==> src/rtl/nested_loop_counter.sv <==
// ---------------------------------------------------------------------------
// nested_loop_counter
//
// Purpose
//   NDIM-deep nested loop counter for CNN loop nests (e.g. kx, ky, ch).
//   Per-level trip counts are latched when a start is accepted. Each ena
//   consumes the current index tuple and advances to the next one. Level 0 is
//   the innermost level. A one-cycle done pulse follows consumption of the
//   final tuple.
//
// Parameters
//   CW    width of each level's index and bound
//   NDIM  number of nested levels (1..8); level 0 is innermost
//
// Ports
//   clk      in   1        system clock, rising edge
//   rst      in   1        asynchronous reset, active-high
//   start    in   1        launch a new loop nest (sampled only in IDLE)
//   ena      in   1        consume current tuple / advance (ignored in IDLE)
//   cfg_max  in   NDIM*CW  per-level trip count, level i at [i*CW +: CW]
//   cnt      out  NDIM*CW  current index tuple, level i at [i*CW +: CW]
//   busy     out  1        high while running
//   last     out  1        high while running and cnt is the final tuple
//   done     out  1        one-cycle pulse after the final tuple is consumed
//   wrap     out  NDIM     per-level wrap pulse (only with NLC_WRAP_FLAG_EN)
//
// Configuration
//   NLC_WRAP_FLAG_EN : when defined, adds the registered wrap port. wrap[i]
//   pulses for one cycle after an ena edge on which level i rolled over.
//   This includes the final ena. When undefined, the port and its logic are
//   absent.
// ---------------------------------------------------------------------------
module nested_loop_counter #(
   parameter int CW   = 16,
   parameter int NDIM = 3
) (
   input  logic               clk,
   input  logic               rst,
   input  logic               start,
   input  logic               ena,
   input  logic [NDIM*CW-1:0] cfg_max,
   output logic [NDIM*CW-1:0] cnt,
   output logic               busy,
   output logic               last,
`ifdef NLC_WRAP_FLAG_EN
   output logic [NDIM-1:0]    wrap,
`endif
   output logic               done
);

   localparam logic [0:0] ST_IDLE = 1'b0;
   localparam logic [0:0] ST_RUN  = 1'b1;

   logic [0:0]      state;
   logic [CW-1:0]   bound    [NDIM];
   logic [CW-1:0]   idx      [NDIM];
   logic [CW-1:0]   idx_next [NDIM];
   logic [NDIM-1:0] at_top;
   logic [NDIM-1:0] carry;
   logic            run;
   logic            adv;
   logic            fin;

   // A bound of 0 behaves like 1: the level is pinned at index 0.
   // The decrement only happens for a non-zero bound, so it cannot underflow.
   function automatic logic [CW-1:0] top_of(input logic [CW-1:0] b);
      return (b == '0) ? '0 : (b - 1'b1);
   endfunction

   assign run  = (state == ST_RUN);
   assign adv  = run && ena;
   assign busy = run;
   assign last = run && (&at_top);
   assign fin  = adv && (&at_top);

   always_comb begin
      for (int i = 0; i < NDIM; i++) begin
         at_top[i] = (idx[i] == top_of(bound[i]));
      end
   end

   // Ripple carry: level i advances only when every inner level is at its top.
   always_comb begin
      carry = '0;
      carry[0] = adv;
      for (int i = 1; i < NDIM; i++) begin
         carry[i] = carry[i-1] && at_top[i-1];
      end
   end

   always_comb begin
      for (int i = 0; i < NDIM; i++) begin
         idx_next[i] = idx[i];
         if (carry[i]) begin
            idx_next[i] = at_top[i] ? '0 : (idx[i] + 1'b1);
         end
      end
   end

   always_comb begin
      cnt = '0;
      for (int i = 0; i < NDIM; i++) begin
         cnt[i*CW +: CW] = idx[i];
      end
   end

   always_ff @(posedge clk or posedge rst) begin
      if (rst) begin
         state <= ST_IDLE;
         done  <= 1'b0;
         for (int i = 0; i < NDIM; i++) begin
            bound[i] <= '0;
            idx[i]   <= '0;
         end
      end else begin
         done <= fin;
         case (state)
            ST_IDLE: begin
               // ena is ignored here, including in the cycle a start is taken.
               if (start) begin
                  state <= ST_RUN;
                  for (int i = 0; i < NDIM; i++) begin
                     bound[i] <= cfg_max[i*CW +: CW];
                     idx[i]   <= '0;
                  end
               end
            end
            ST_RUN: begin
               // start is ignored while running; the bounds stay as latched.
               if (fin) begin
                  state <= ST_IDLE;
                  for (int i = 0; i < NDIM; i++) begin
                     idx[i] <= '0;
                  end
               end else begin
                  for (int i = 0; i < NDIM; i++) begin
                     idx[i] <= idx_next[i];
                  end
               end
            end
            default: begin
               state <= ST_IDLE;
            end
         endcase
      end
   end

`ifdef NLC_WRAP_FLAG_EN
   // carry is only ever set while running, so no separate state qualifier is needed.
   always_ff @(posedge clk or posedge rst) begin
      if (rst) begin
         wrap <= '0;
      end else begin
         wrap <= carry & at_top;
      end
   end
`endif

endmodule

==> config.mk <==
export PLATFORM = sky130hd
export DESIGN_NAME = nested_loop_counter
export DESIGN_NICKNAME = d
export VERILOG_FILES = /design/src/rtl/nested_loop_counter.sv
export SDC_FILE = /design/constraint.sdc
export NUM_CORES = 1
export LEC_CHECK = 0
export ABC_AREA = 1
export CORE_ASPECT_RATIO = 0.75
export CORE_UTILIZATION = 55
export DETAILED_ROUTE_END_ITERATION = 6
export PLACE_DENSITY = 0.8
export SYNTH_ARGS = -nofsm -noshare
export SYNTH_HDL_FRONTEND = slang
export SYNTH_SLANG_ARGS = --single-unit
==> constraint.sdc <==
create_clock -name clk -period 3.9 [get_ports clk]
set_clock_uncertainty 0.05 [all_clocks]
set_input_delay 0.78 -clock clk [delete_from_list [all_inputs] [get_ports clk]]
set_output_delay 0.78 -clock clk [all_outputs]
set_load 0.05 [all_outputs]
==> out/summary.txt, run 1 <==
Outcome: complete, no violations
Crit end category: output port
Internal power summed over all cells: 0.00281 W
Final Hold Viols: 0
Critical path peak fanout: 12
Area of the die: 13,700 um2
Share of power burned in the clock network: 16.9%
Fraction of layout instances using a drive strength above 1: 7.17%
Data required time of the critical path: 3.07 ns
Root buffer selected by CTS: sky130_fd_sc_hd__clkbuf_16
Area of combinational cells with multiple inputs: 4250 um2
Final count of negative-setup-slack endpoints: 0
Initial antenna violation count: 0
IR Drop Worst-Case VDD: 0.000495 V
Final Hold Slack: 0.522 ns
Total number of nets in the final design: 1,282
Final weighted congestion in routability-driven placement: 0.930
Max-cap violations: 0
I/O Pins: 103
Synth Net Count: 1,187
Average routed wire per standard cell: 14.7 um
Number of CTS-inserted buffers: 9
Sequential cell area fraction in the yosys report: 33.8%
F_max: 273 MHz
Filler Cells Inserted: 1,121
Power density over the cells: 610 nW/um2
Total routed wirelength: 20,400 um
Vias/cell: 5.44
Min setup slack post-route: 0.230 ns
Critical path start-end classification: reg2out
Flip-flop and latch count after synthesis: 98
Static Leakage: 4.35 nW
Area of the core: 12,600 um2
Overall Global Routing Usage: 30.6%
Net Switching: 0.00260 W
Maximum number of pins on one net before global-route repair: 80
Die height: 101 um
Layout Area Growth over Synthesis: 22.3%
Drt first-iter violations: 582
Time the final worst path needs with I/O delays and setup: 3.67 ns
Yosys warns: 0
Worst-case clock buffer depth: 2
Switching fraction of total power: 48.1%
Sequential cell area: 2450 um2
Wire length of the first global-routing pass: 33,100 um
Combinational Power Share: 50.8%
Htree depth: 3
Total standard cell area after synthesis: 7260 um2
Sequential power share: 32.3%
Transition time at the pin with the least slew margin: 1.03 ns
Setup crit start kind: register
TritonCTS clock tree: yes
Port-buffer cells: 102
Detailed placement HPWL: 14,900 um
Number of global-route vias before repair: 6,831
Starting density of the core: 57.8%
Slew Limit Fails: 0
Setup slack after placement: 0.290 ns
Mean instance size in the synthesized netlist: 6.43 um2
Number of standard-cell rows in the floorplan: 35
DRT antenna net count: 0
Count of unique library cells instantiated by Yosys: 39
Count of inserted antenna diode cells: 0
Final period util: 94.1%
Worst Hold Class: reg2reg
Sum of negative setup slack: 0 ns
Tightest slew margin relative to the limit: 31.5%
Sinks on Clock Net: 98
Data arrival at the endpoint of the critical path: 2.84 ns
Total global routing overflow: 0
Insertion delay of the later-clocked pin in the worst-skew pair: 0.36 ns
Clock-pin transition on the worst setup and hold timing paths: 0.07 ns
Number of vias after detailed routing: 7,590
Width of the die: 135 um
RSZ-0062 raised after global routing: no
Cell count after synthesis: 1,129
1st-pass router iterations: 5
Number of design rule violations left after detail routing: 0
## state kept, by name, summed over array words and instances (netlist names)
name / cells
bound: 48
busy: 1
cnt: 48
done: 1
## cell families after synthesis
logic type | synth area share, %
AO/OA/AOI/OAI | 7.93
XOR/XNOR | 4.21
adder cells (fa/ha/maj) | 1.03
buffers and inverters | 9.46
flip-flops | 33.8
multiplexers | 1.09
AND/OR/NAND/NOR | 42.5
## cells in the final DEF (no fill, tap or decap), drive strengths merged, types with 2 or more instances in the layout
cell type      instances
buf                   15
nor4                   2
mux2                   7
nand3                138
o22ai                 17
xor2                  33
clkbuf                 9
nand3b                 3
inv                  136
ha                     6
clkdlybuf4s50        101
nand4                 37
o21ai                 25
nor2                 200
a21oi                 60
dfrtp                 98
nor3                  13
clkinv                 5
and2                   2
nand2                311
## power groups by stage
stage	registers (W)	clock network, W	logic [W]
detailed placement	0.00176	0	0.00269
global placement	0.00176	0	0.00266
floorplan	0.00214	0	0.00153
CTS	0.00174	0.000918	0.00271
finish	0.00175	0.000915	0.00275
global route	0.00180	0.000967	0.00305
## critical path, cell delays in order, from the launching register on
cell and delay [ns]:
sky130_fd_sc_hd__dfrtp_1 0.40, sky130_fd_sc_hd__inv_1 0.08, sky130_fd_sc_hd__ha_2 0.24, sky130_fd_sc_hd__nand2_4 0.11, sky130_fd_sc_hd__nor2_4 0.21, sky130_fd_sc_hd__nand2_8 0.13, sky130_fd_sc_hd__nand3_1 0.09, sky130_fd_sc_hd__nand2_1 0.07
sky130_fd_sc_hd__nor2_1 0.09, sky130_fd_sc_hd__nand2_1 0.07, sky130_fd_sc_hd__nor2_2 0.18, sky130_fd_sc_hd__nand3_2 0.14, sky130_fd_sc_hd__nor2_4 0.18, sky130_fd_sc_hd__nand3_1 0.09, sky130_fd_sc_hd__nor3_1 0.14, sky130_fd_sc_hd__buf_4 0.15
sky130_fd_sc_hd__buf_12 0.13
## cells in the mapped netlist (all sizes together)
master  count  area share (%)
a31oi       1           0.086
or2         1           0.086
xnor2       1            0.12
nor3b       1            0.10
a21o        1            0.10
o32a        1            0.14
clkinv      3            0.16
o22ai      17             1.5
ha          6             1.0
o21ai      25             1.8
o32ai       1            0.12
buf        18             1.6
nand2     309              16
nand3b      3            0.31
nor2      200              11
xor2       33             4.1
nor3       13            0.90
nand4      37             3.2
and2        2            0.17
nor4        2            0.17
nand3     138              10
a21oi      60             4.1
a21boi      1            0.10
mux2        7             1.1
inv       134             6.9
clkbuf     16            0.83
dfrtp      98              34
## metrics by stage
step	utilization [%]	instance area (um2)	cells	total power [W]
floorplan	-	7260	1129	0.00367
global placement	67.1	8430	1374	0.00441
detailed placement	67.1	8430	1374	0.00444
CTS	69.5	8730	1389	0.00537
global route	70.6	8870	1394	0.00582
finish	70.6	8870	1394	0.00541
## path summary, 6_finish.rpt
kind	startpoint	endpoint	slack, ns	cells after the start
setup / recovery	bound[33]	last	0.23	16
setup reg to reg	bound[33]	cnt[6]	1.04	12
hold / removal	bound[30]	bound[30]	0.52	2
hold reg to reg	bound[30]	bound[30]	0.52	2
min in group asynchronous	rst	cnt[14]	0.96	2
max in group asynchronous	rst	cnt[18]	2.02	3
## final cells by class
type / count / area share (%)
Multi-Input combinational cell: 862 / 47.8
Clock inverter: 6 / 0.733
Timing Repair Buffer: 116 / 13.1
Tap cell: 166 / 2.34
Sequential cell: 98 / 27.6
Clock buffer: 9 / 2.54
Inverter: 137 / 5.82
## layer usage
layer / global-route usage [%] / vias to the layer above / routed length [um]
met5: 0 / - / 0
met4: 7.00 / 0 / 220
met3: 4.00 / 18 / 1380
met2: 49.4 / 266 / 9040
met1: 43.7 / 3491 / 9810
li1: - / 3815 / -
## timing repair
item	4_1_cts	5_1_grt
cloned	0	2
setup endpoints to repair	1	1
gates resized for setup	2	24
pin swaps	0	5
hold buffers	0	0
buffers inserted	0	3
Note: power is estimated with default switching activity, not from simulation.
==> run 2: changes to the inputs <==
--- a/config.mk
+++ b/config.mk
@@ -5,7 +5,6 @@
 export SDC_FILE = /design/constraint.sdc
 export NUM_CORES = 1
 export LEC_CHECK = 0
-export ABC_AREA = 1
 export CORE_ASPECT_RATIO = 0.75
 export CORE_UTILIZATION = 55
 export DETAILED_ROUTE_END_ITERATION = 6
==> run 2 against run 1 <==
  * The run now ends with negative setup slack left
  * Synthesized cell count down 18%
  * Cell count decreased by 12%
  * Clock power rose by 10%
  * Design area increased by 7.7%
  * Fmax fell by 10%
  * Worst setup slack got worse by 0.42 ns
  * Hold slack lost 0.0090 ns
  * Critical path type unchanged
  * Largest power group is now sequential cells
==> out/summary.txt, run 2 <==
Worst Hold Class: reg2reg
Top cell family by delay on the critical path: simple AND/OR/NAND/NOR gates
Combinational Power Share: 23.4%
Failing checks: negative setup slack
Max-cap violations: 0
Levels on crit path: 11
RR Startpoint: bound[32]
Share of power burned in the clock network: 35.9%
Total routed wirelength: 22,600 um
Commonest non-fill, non-tap cell in the layout: sky130_fd_sc_hd__nand2_1
Worst reg2reg setup slack: 0.21 ns
Area contributors post-synth: sky130_fd_sc_hd__dfrtp_1, sky130_fd_sc_hd__nand2_1, sky130_fd_sc_hd__o21ai_0
XOR/XNOR share of the synthesized area: 5.25%
Cell Chain, Critical Path: or4_4 > buf_6 > nor4_4 > xor2_1 > mux2i_1 > o2111a_1 > nand3_2 > nor3_2 > inv_1 > nor3_4 > buf_12
Critical register-to-register path endpoint: cnt[34]
Commonest cells after routing, fill and taps aside: sky130_fd_sc_hd__nand2_1, sky130_fd_sc_hd__clkdlybuf4s50_1, sky130_fd_sc_hd__dfrtp_1, sky130_fd_sc_hd__buf_4, sky130_fd_sc_hd__nor2_1
Count of inserted antenna diode cells: 0
Average routed wire per standard cell: 18.3 um
Top post-synthesis cells by count: sky130_fd_sc_hd__nand2_1, sky130_fd_sc_hd__dfrtp_1, sky130_fd_sc_hd__nor2_1
Layout Area Growth over Synthesis: 33.3%
Data arrival at the endpoint of the critical path: 3.26 ns
Wire length of the first global-routing pass: 35,600 um
Sum of negative setup slack: -0.187 ns
Insertion delay of the later-clocked pin in the worst-skew pair: 0.34 ns
Overall Global Routing Usage: 33.4%
Cell count after synthesis: 925
Total global routing overflow: 0
Number of vias after detailed routing: 7,640
TritonCTS clock tree: yes
Worst setup path startpoint: bound[2]
Maximum number of pins on one net before global-route repair: 42
Most used standard cell by instance count after synthesis: sky130_fd_sc_hd__nand2_1
Timing endpoint of the critical path: last
Die height: 101 um
Clock-pin transition on the worst setup and hold timing paths: 0.07 ns
Final Hold Viols: 0
Synth Net Count: 983
Post-synth top flop: sky130_fd_sc_hd__dfrtp_1
Hold-fix buffer count after cts: 0
Data required time of the critical path: 3.07 ns
Static Leakage: 4.24 nW
Synth top area share: 34.2%
Transition time at the pin with the least slew margin: 0.726 ns
Area of the die: 13,500 um2
Net Switching: 0.000874 W
Mean instance size in the synthesized netlist: 7.75 um2
Starting density of the core: 57.5%
Port-buffer cells: 102
Number of synthesized flops with an enable pin: 0
Total standard cell area after synthesis: 7170 um2
Number of standard-cell rows in the floorplan: 35
Internal power summed over all cells: 0.00194 W
Min setup slack post-route: -0.187 ns
Count of unique library cells instantiated by Yosys: 73
Switching fraction of total power: 31.1%
Slew Limit Fails: 0
Vias/cell: 6.20
Fraction of the mapped netlist area in adder cells: 1.05%
Number of global-route vias before repair: 6,848
# placed instances: 1,205
Async set-reset flop share out of synthesis: 100%
Critical path peak fanout: 6
Sequential power share: 40.7%
Initial antenna violation count: 0
Drt first-iter violations: 681
DRT antenna net count: 0
RSZ-0062 raised after global routing: yes
Proportion of synthesized area in mux cells: 2.37%
Filler Cells Inserted: 956
Buffer and inverter count on the worst path: 3
Cell area reported after detailed placement: 8810 um2
I/O Pins: 103
Number of design rule violations left after detail routing: 0
Setup crit start kind: register
Highest cell delay on the worst timing path: 0.56 ns
Crit end category: output port
Tightest slew margin relative to the limit: 51.5%
1st-pass router iterations: 5
Cell taking the most area after synthesis: sky130_fd_sc_hd__dfrtp_1
Time the final worst path needs with I/O delays and setup: 4.09 ns
Yosys warns: 0
Sequential cell area fraction in the yosys report: 34.2%
Area of the core: 12,500 um2
Power density over the cells: 294 nW/um2
Htree depth: 3
Area of all placed cells without fillers: 9560 um2
Sinks on Clock Net: 98
Simple-gate portion of the synthesized area: 33.5%
Final std cells w/o fill: 1,232
Worst-case clock buffer depth: 2
Combinational family with the most area after synthesis: simple AND/OR/NAND/NOR gates
Synthesized-area fraction occupied by ao, oa, aoi and oai cells: 18.2%
Cell with the biggest individual delay on the critical path: sky130_fd_sc_hd__or4_4
IR Drop Worst-Case VDD: 0.000195 V
Total number of nets in the final design: 1,119
Width of the die: 134 um
Critical path start-end classification: reg2out
Fraction of layout instances using a drive strength above 1: 17.7%
F_max: 245 MHz
Flip-flop and latch count after synthesis: 98
Detailed placement HPWL: 16,100 um
Register-to-Register Path Depth: 11
Final weighted congestion in routability-driven placement: 0.982
Final period util: 105%
Outcome: finished, violations left
Final count of negative-setup-slack endpoints: 1
Root buffer selected by CTS: sky130_fd_sc_hd__clkbuf_16
Number of CTS-inserted buffers: 9
## run 2: worst min-delay path by stage
stage | from | slack, ns | cells past startpoint | end
final | bound[28] | 0.51 | 2 | bound[28]
after global routing | bound[8] | 0.54 | 2 | bound[8]
after CTS | bound[28] | 0.49 | 2 | bound[28]
after detailed placement | bound[8] | 0.48 | 2 | bound[8]
after global placement | bound[28] | 0.47 | 2 | bound[28]
after floorplan | bound[8] | 0.43 | 2 | bound[8]
## run 2: worst min-delay path: stages (launching register included)
cell and delay (ns):
sky130_fd_sc_hd__dfrtp_1 0.40, sky130_fd_sc_hd__nand2_1 0.07, sky130_fd_sc_hd__nand2_1 0.06
## run 2: layout make-up
class                   instances  area [um2]  share of cell area [%]
multi-input cells             733        4730                    49.4
repair buffers                190        1730                    18.1
inverters                      29         111                    1.17
clock inverters                 5        85.1                   0.890
well taps                     166         208                    2.17
clock buffers                  11         243                    2.54
flip-flops and latches         98        2450                    25.7
## run 2: power by group through the flow
stage | clock, W | combinational [W] | sequential, W
after floorplan | 0 | 0.000297 | 0.00122
after global placement | 0 | 0.000592 | 0.00116
after detailed placement | 0 | 0.000598 | 0.00116
after CTS | 0.00102 | 0.000626 | 0.00114
after global routing | 0.00105 | 0.000706 | 0.00115
final | 0.00101 | 0.000658 | 0.00115
## run 2: cells by family (layout without fill, tap and decap cells)
group,Yosys count,count (layout)
DFF,98,98
buffers and inverters,94,235
muxes,17,17
xor gates and xnor gates,43,43
adders and majority gates,6,6
and+or+nand+nor,477,477
AOI/OAI and AO/OA,190,190
## run 2: per-layer routing
layer  part of all wire [%]  track usage (%)  routed length (um)
met2                     44             49.9                9830
met5                      0                0                   0
met1                     45             49.3               10200
met3                    9.4             7.19                2130
met4                    1.7             7.34                 384
## run 2: through the flow
step                      power (W)  util (%)  hold WS [ns]  setup WS (ns)
after floorplan             0.00152         -         0.425         0.0227
after global placement      0.00175      70.6         0.465         0.0528
after detailed placement    0.00176      70.6         0.476        -0.0146
after CTS                   0.00278      74.4         0.495         -0.156
after global routing        0.00291      76.6         0.545         -0.309
final                       0.00281      76.6         0.513         -0.187
## run 2: timing repair
action                     CTS  global route
setup endpoints to repair    4            15
setup buffers                3             8
resized for setup           25            38
pin swaps                    7            13
gates cloned                 0             0
==> run 3: changes to the inputs <==
--- a/config.mk
+++ b/config.mk
@@ -7,6 +7,7 @@
 export LEC_CHECK = 0
 export CORE_ASPECT_RATIO = 0.75
 export CORE_UTILIZATION = 55
+export CTS_CLUSTER_SIZE = 20
 export DETAILED_ROUTE_END_ITERATION = 6
 export PLACE_DENSITY = 0.8
 export SYNTH_ARGS = -nofsm -noshare
==> results of run 3 <==
The final DEF is identical to that of run 2; final timing and power are the same.
